--- config.mk ---
export PLATFORM = sky130hd
export DESIGN_NAME = latch_event_reader
export DESIGN_NICKNAME = d
export VERILOG_FILES = /design/src/rtl/latch_event_pkg.sv /design/src/rtl/sync_2ff.sv /design/src/rtl/latch_event_reader.sv
export SDC_FILE = /design/constraint.sdc
export NUM_CORES = 1
export LEC_CHECK = 0
export ABC_AREA = 1
export BUFFER_PORTS_ARGS = -buffer_cell sky130_fd_sc_hd__buf_4
export CORE_MARGIN = 5
export CORE_UTILIZATION = 30
export DETAILED_ROUTE_END_ITERATION = 10
export GPL_TIMING_DRIVEN = 0
export SLEW_MARGIN = 20
export SYNTH_ARGS = -nofsm -noshare
export SYNTH_HDL_FRONTEND = slang
export SYNTH_SLANG_ARGS = --single-unit
export TNS_END_PERCENT = 10
--- constraint.sdc ---
create_clock -name clk -period 1.25 [get_ports clk]
set_input_delay 0.125 -clock clk [delete_from_list [all_inputs] [get_ports clk]]
set_output_delay 0.125 -clock clk [all_outputs]
set_load 0.01 [all_outputs]
--- src/rtl/latch_event_pkg.sv ---
// Shared types, constants and helpers for the latch event reader.
package latch_event_pkg;

    typedef enum logic [1:0] {
        IDLE,
        PRESENT,
        FLUSH
    } state_e;

    localparam int unsigned SYNC_STAGES  = 2;
    localparam int unsigned FLUSH_CYCLES = 3;

    // Index of the lowest set bit; 0 when nothing is set.
    function automatic int unsigned lowest_set_idx(input logic [31:0] vec);
        int unsigned idx;
        idx = 0;
        for (int i = 31; i >= 0; i--) begin
            if (vec[i]) begin
                idx = i;
            end
        end
        return idx;
    endfunction

endpackage

--- src/rtl/sync_2ff.sv ---
// Single-bit flop-chain synchroniser with synchronous active-high reset.
module sync_2ff
    import latch_event_pkg::*;
(
    input  logic clk_i,
    input  logic reset_i,
    input  logic d_i,
    output logic q_o
);

    logic [SYNC_STAGES-1:0] stage_q;

    always_ff @(posedge clk_i) begin
        if (reset_i) begin
            stage_q <= '0;
        end else begin
            stage_q <= {stage_q[SYNC_STAGES-2:0], d_i};
        end
    end

    assign q_o = stage_q[SYNC_STAGES-1];

endmodule

--- src/rtl/latch_event_reader.sv ---
// Scans synchronised latch outputs and reports each set line once as a valid/ready event.
// Optional saturating accept counter on evt_count when LATCH_EVT_COUNT_EN is defined.
module latch_event_reader
    import latch_event_pkg::*;
#(
    parameter int unsigned N        = 4,
    parameter int unsigned IDX_W    = 2,
    parameter int unsigned SCAN_DIV = 16
) (
    input  logic             clk,
    input  logic             reset,
    input  logic [N-1:0]     latch_q,
    output logic [N-1:0]     latch_clr,
    output logic             evt_valid,
    output logic [IDX_W-1:0] evt_idx,
    input  logic             evt_ready,
`ifdef LATCH_EVT_COUNT_EN
    output logic [15:0]      evt_count,
`endif
    output logic             busy
);

    localparam int unsigned CNT_W   = $clog2(SCAN_DIV);
    localparam int unsigned FLUSH_W = $clog2(FLUSH_CYCLES);

    logic [N-1:0]       sync_q;
    logic [CNT_W-1:0]   cnt_q;
    logic               tick;
    state_e             state_q;
    logic [N-1:0]       pending_q;
    logic [FLUSH_W-1:0] flush_cnt_q;
    logic               evt_valid_q;
    logic [IDX_W-1:0]   evt_idx_q;
    logic [N-1:0]       latch_clr_q;
    logic               busy_q;
    logic               accept;
    logic [N-1:0]       clr_vec;

    for (genvar i = 0; i < N; i++) begin : g_sync
        sync_2ff u_sync (
            .clk_i   (clk),
            .reset_i (reset),
            .d_i     (latch_q[i]),
            .q_o     (sync_q[i])
        );
    end

    // Free-running in every state; ticks outside IDLE are simply ignored.
    always_ff @(posedge clk) begin
        if (reset || tick) begin
            cnt_q <= '0;
        end else begin
            cnt_q <= cnt_q + CNT_W'(1);
        end
    end

    assign tick = (cnt_q == CNT_W'(SCAN_DIV - 1));

    always_comb begin
        accept  = evt_valid_q && evt_ready;
        clr_vec = '0;
        for (int i = 0; i < N; i++) begin
            clr_vec[i] = (evt_idx_q == IDX_W'(i));
        end
    end

    always_ff @(posedge clk) begin
        if (reset) begin
            state_q     <= IDLE;
            pending_q   <= '0;
            flush_cnt_q <= '0;
            evt_valid_q <= 1'b0;
            evt_idx_q   <= '0;
            latch_clr_q <= '0;
            busy_q      <= 1'b0;
        end else begin
            latch_clr_q <= '0;
            case (state_q)
                IDLE: begin
                    if (tick) begin
                        pending_q <= sync_q;
                        if (|sync_q) begin
                            state_q     <= PRESENT;
                            evt_valid_q <= 1'b1;
                            evt_idx_q   <= IDX_W'(lowest_set_idx(32'(sync_q)));
                            busy_q      <= 1'b1;
                        end
                    end
                end
                PRESENT: begin
                    if (accept) begin
                        latch_clr_q <= clr_vec;
                        pending_q   <= pending_q & ~clr_vec;
                        evt_valid_q <= 1'b0;
                        flush_cnt_q <= '0;
                        state_q     <= FLUSH;
                    end
                end
                FLUSH: begin
                    // Give the clear time to reach the latch and ripple through the synchroniser.
                    if (flush_cnt_q == FLUSH_W'(FLUSH_CYCLES - 1)) begin
                        if (|pending_q) begin
                            state_q     <= PRESENT;
                            evt_valid_q <= 1'b1;
                            evt_idx_q   <= IDX_W'(lowest_set_idx(32'(pending_q)));
                        end else begin
                            state_q <= IDLE;
                            busy_q  <= 1'b0;
                        end
                    end else begin
                        flush_cnt_q <= flush_cnt_q + FLUSH_W'(1);
                    end
                end
                default: begin
                    state_q <= IDLE;
                end
            endcase
        end
    end

    assign evt_valid = evt_valid_q;
    assign evt_idx   = evt_idx_q;
    assign latch_clr = latch_clr_q;
    assign busy      = busy_q;

`ifdef LATCH_EVT_COUNT_EN
    logic [15:0] evt_count_q;

    always_ff @(posedge clk) begin
        if (reset) begin
            evt_count_q <= '0;
        end else if (accept && (evt_count_q != 16'hFFFF)) begin
            evt_count_q <= evt_count_q + 16'd1;
        end
    end

    assign evt_count = evt_count_q;
`endif

endmodule
==> flow_summary.json <==
{
  "result_of_the_run": "completed",
  "synth_edf_count": 0,
  "synth_top_area_share": 0.4902,
  "arrival_ns": 1.39,
  "route.final.wire_length_um": 2292,
  "maximum_fanout_count_along_the_critical_path": 6,
  "cts_buffers": 3,
  "post-dp-hpwl_um": 1553,
  "max-cap-violations": 0,
  "timing.setup.tns_ns": 0,
  "synth_commonest_cells": "nand2_1, nor2_1, dfxtp_1",
  "timing_worst_setup_path_type": "reg2reg",
  "timing_worst_slew_pin_value_ns": 0.3964,
  "dominantRegCellSynth": "dfxtp_1",
  "cts_max_path_buffers": 2,
  "number_of_antenna_violations_at_the_first_check_in_global_routing": 0,
  "timing.hold.worst.class": "in2reg",
  "netlist_top_cells_area": "dfxtp_1, nand2_1, nor2_1",
  "cellPowerDensity_nw_per_um2": 1090,
  "final_cells": 232,
  "synth_sequential_area_ratio": 0.4902,
  "die_w_um": 71.74,
  "finalCriticalPeriod_ns": 1.230,
  "synth.net_count": 170,
  "synth_seq_cells": 28,
  "number_of_hold_violations_in_the_final_report": 0,
  "timing.critical_path.cells": "nor2_4, nand4_1, nand2_4, nand2_1, nand2_1, a21oi_1",
  "reg2reg_from": "state_q[1]",
  "critPathTopFamily": "simple AND/OR/NAND/NOR gates",
  "synth_area_leader_cell": "dfxtp_1",
  "fp.dieH_um": 71.74,
  "route.detailed.wl_per_inst_um": 9.879,
  "die-area_um2": 5147,
  "grt_first_pass_wirelength_um": 3622,
  "design.core.area_um2": 3689,
  "finalWeightedCongestion": 0.7996,
  "grt_start_max_net_pins": 17,
  "portBuffers": 13,
  "share_of_final_layout_standard_cells_stronger_than_drive_strength_1": 0.2935,
  "dp.cells": 222,
  "grt_pass1_vias": 852,
  "placement.setup.worst_slack_ns": -0.1470,
  "worst_hold_startpoint": "latch_q[3]",
  "worst-r2r-setup-slack_ns": 0.02,
  "vias_per_cell": 4.293,
  "overflow": 0,
  "synth_area_um2": 1144,
  "period_share": 0.9841,
  "initialDrtViolationCount": 24,
  "critical_path.slowest_cell": "dfxtp_4",
  "rows": 22,
  "grtUsageTotal": 0.08683,
  "rsz_0062_raised_after_global_routing": "true",
  "pin_count": 15,
  "htreeDepth": 1,
  "postCtsHoldBufs": 0,
  "postLayoutCellArea_um2": 1585,
  "maxSlewHeadroom": 0.7357,
  "worst_ep_required_time_ns": 1.41,
  "startpoint": "state_q[1]",
  "drt_pre_antenna_iters": 4,
  "layout.nets": 194,
  "drtAntennaViolNets": 0,
  "maxSlewViolCount": 0,
  "power_mw": 1.728,
  "synth_cell_types": 16,
  "critPathLaunchType": "flop",
  "clock_tree_from_tritoncts": "yes",
  "finClkSkew_ns": 0.0009967,
  "cpMostUsedCell": "nand2_1",
  "remaining_routing_drc_violations": 0,
  "timing.critical_path.slowest_cell_delay_ns": 0.39,
  "layout_setup_ws_ns": 0.01990,
  "placed_cell_areas_um2": 1301,
  "timing.final.setup_violations": 0,
  "ctsRootBufferMaster": "clkbuf_8",
  "worst_ir_drop_vdd_mv": 0.7880,
  "num_vias": 996,
  "starting_utilization_of_the_core_area": 0.3100,
  "p_leak_nw": 0.6317,
  "synth-warning-count": 0,
  "num_antenna_cells": 0,
  "timing.critical_path.to_type": "flop",
  "max_clock_freq_mhz": 812.9,
  "cts_num_sinks": 28,
  "cts.reportedPaths.clkPinSlew_ns": 0.09,
  "layout-area-overhead-vs-synth_pct": 38.62,
  "cp.buffers_inverters": 0,
  "synthesis.instances": 161,
  "synth.most_common_cell": "nand2_1",
  "postSynth.asyncResetShare": 0,
  "synth_area_per_cell_um2": 7.103,
  "clock_latency_ns": 0.28
}
-- per-stage QoR --
| step | utilization | hold slack, ns |
|---|---|---|
| 2_1_floorplan | - | 0.2320 |
| 3_3_place_gp | 0.3528 | 0.3267 |
| 3_5_place_dp | 0.3528 | 0.3325 |
| 4_1_cts | 0.3884 | 0.04275 |
| 5_1_grt | 0.4298 | 0.03555 |
| 6_report | 0.4298 | 0.03969 |
-- logic make-up (layout without fill, tap and decap cells) --
kind of cell,count (synthesis),after routing,synth area share
AND/OR/NAND/NOR,86,86,0.3107
buffers and inverters,26,49,0.08534
AO/OA/AOI/OAI,17,17,0.07659
flip-flops,28,28,0.4902
XOR/XNOR,2,2,0.01532
adder cells (fa/ha/maj),2,2,0.02188
-- final cells by class --
class                      count  area (um^2)
clock inverter                 1        30.03
fill                         387         2103
buffer                         2        7.507
clock buffer                   3        41.29
timing repair buffer          19        142.6
tap                           48        60.06
inverter                      24        95.09
multi-input combinational    107        636.9
sequential                    28        571.8
-- worst paths after layout --
check                                      to  cells past startpoint
setup / recovery                 pending_q[0]                      6
hold / removal    g_sync[3].u_sync.stage_q[0]                      3
setup reg to reg                 pending_q[0]                      6
hold reg to reg   g_sync[1].u_sync.stage_q[1]                      2
-- cell usage in the layout, fill, tap and decap left out --
| master | synthesis | layout |
|---|---|---|
| o21ai_1 | 0 | 1 |
| o21ai_0 | 6 | 4 |
| a21oi_1 | 10 | 10 |
| nand2_4 | 0 | 5 |
| o21ai_2 | 0 | 1 |
| inv_1 | 23 | 21 |
| nand4_1 | 5 | 5 |
| nand2_2 | 1 | 3 |
| dfxtp_2 | 0 | 3 |
| nand3_4 | 0 | 4 |
| xnor2_1 | 1 | 1 |
| ha_4 | 0 | 1 |
| clkbuf_1 | 2 | 2 |
| dfxtp_4 | 0 | 2 |
| dfxtp_1 | 28 | 23 |
| nand3_1 | 8 | 3 |
| nor2_4 | 0 | 5 |
| bufinv_16 | 0 | 1 |
| inv_6 | 0 | 1 |
| xor2_1 | 1 | 1 |
| nand2_1 | 39 | 32 |
| clkbuf_8 | 0 | 3 |
| inv_2 | 1 | 2 |
| o21bai_1 | 1 | 1 |
| ha_2 | 0 | 1 |
| nor2_1 | 30 | 26 |
| nand3_2 | 0 | 1 |
| nor2_2 | 3 | 2 |
| buf_4 | 0 | 19 |
-- metal layers --
metal	vias up	wire length, um	track usage
li1	544	-	-
met1	429	1045	0.1106
met2	21	1072	0.1357
met3	2	156	0.03787
met4	0	18	0.01879
met5	-	0	0
-- report_power, final --
group	total (mW)	switching (mW)	internal [mW]	leakage (nW)
logic	0.0892	0.0490	0.0402	0.365
registers	0.923	0.0143	0.909	0.230
clock network	0.715	0.286	0.429	0.0357
total	1.73	0.350	1.38	0.632
-- registers in the layout (all words and copies together), names as in the netlist --
signal                 count
flush_cnt_q                2
cnt_q                      4
evt_valid                  1
pending_q                  4
evt_idx                    2
state_q                    2
g_sync.u_sync.stage_q      8
latch_clr                  4
busy                       1
-- repair_timing --
action / in CTS / in global routing
pin swaps: 3 / 14
resized for setup: 13 / 34
gates cloned: 0 / 0
setup endpoints to repair: 15 / 15
buffers inserted: 2 / 4
-- tightest hold or removal path, cell delays in order --
cell and delay, ns:
buf_4 0.07, inv_1 0.03, nor2_1 0.06
Note: power is estimated with default switching activity, not from simulation.
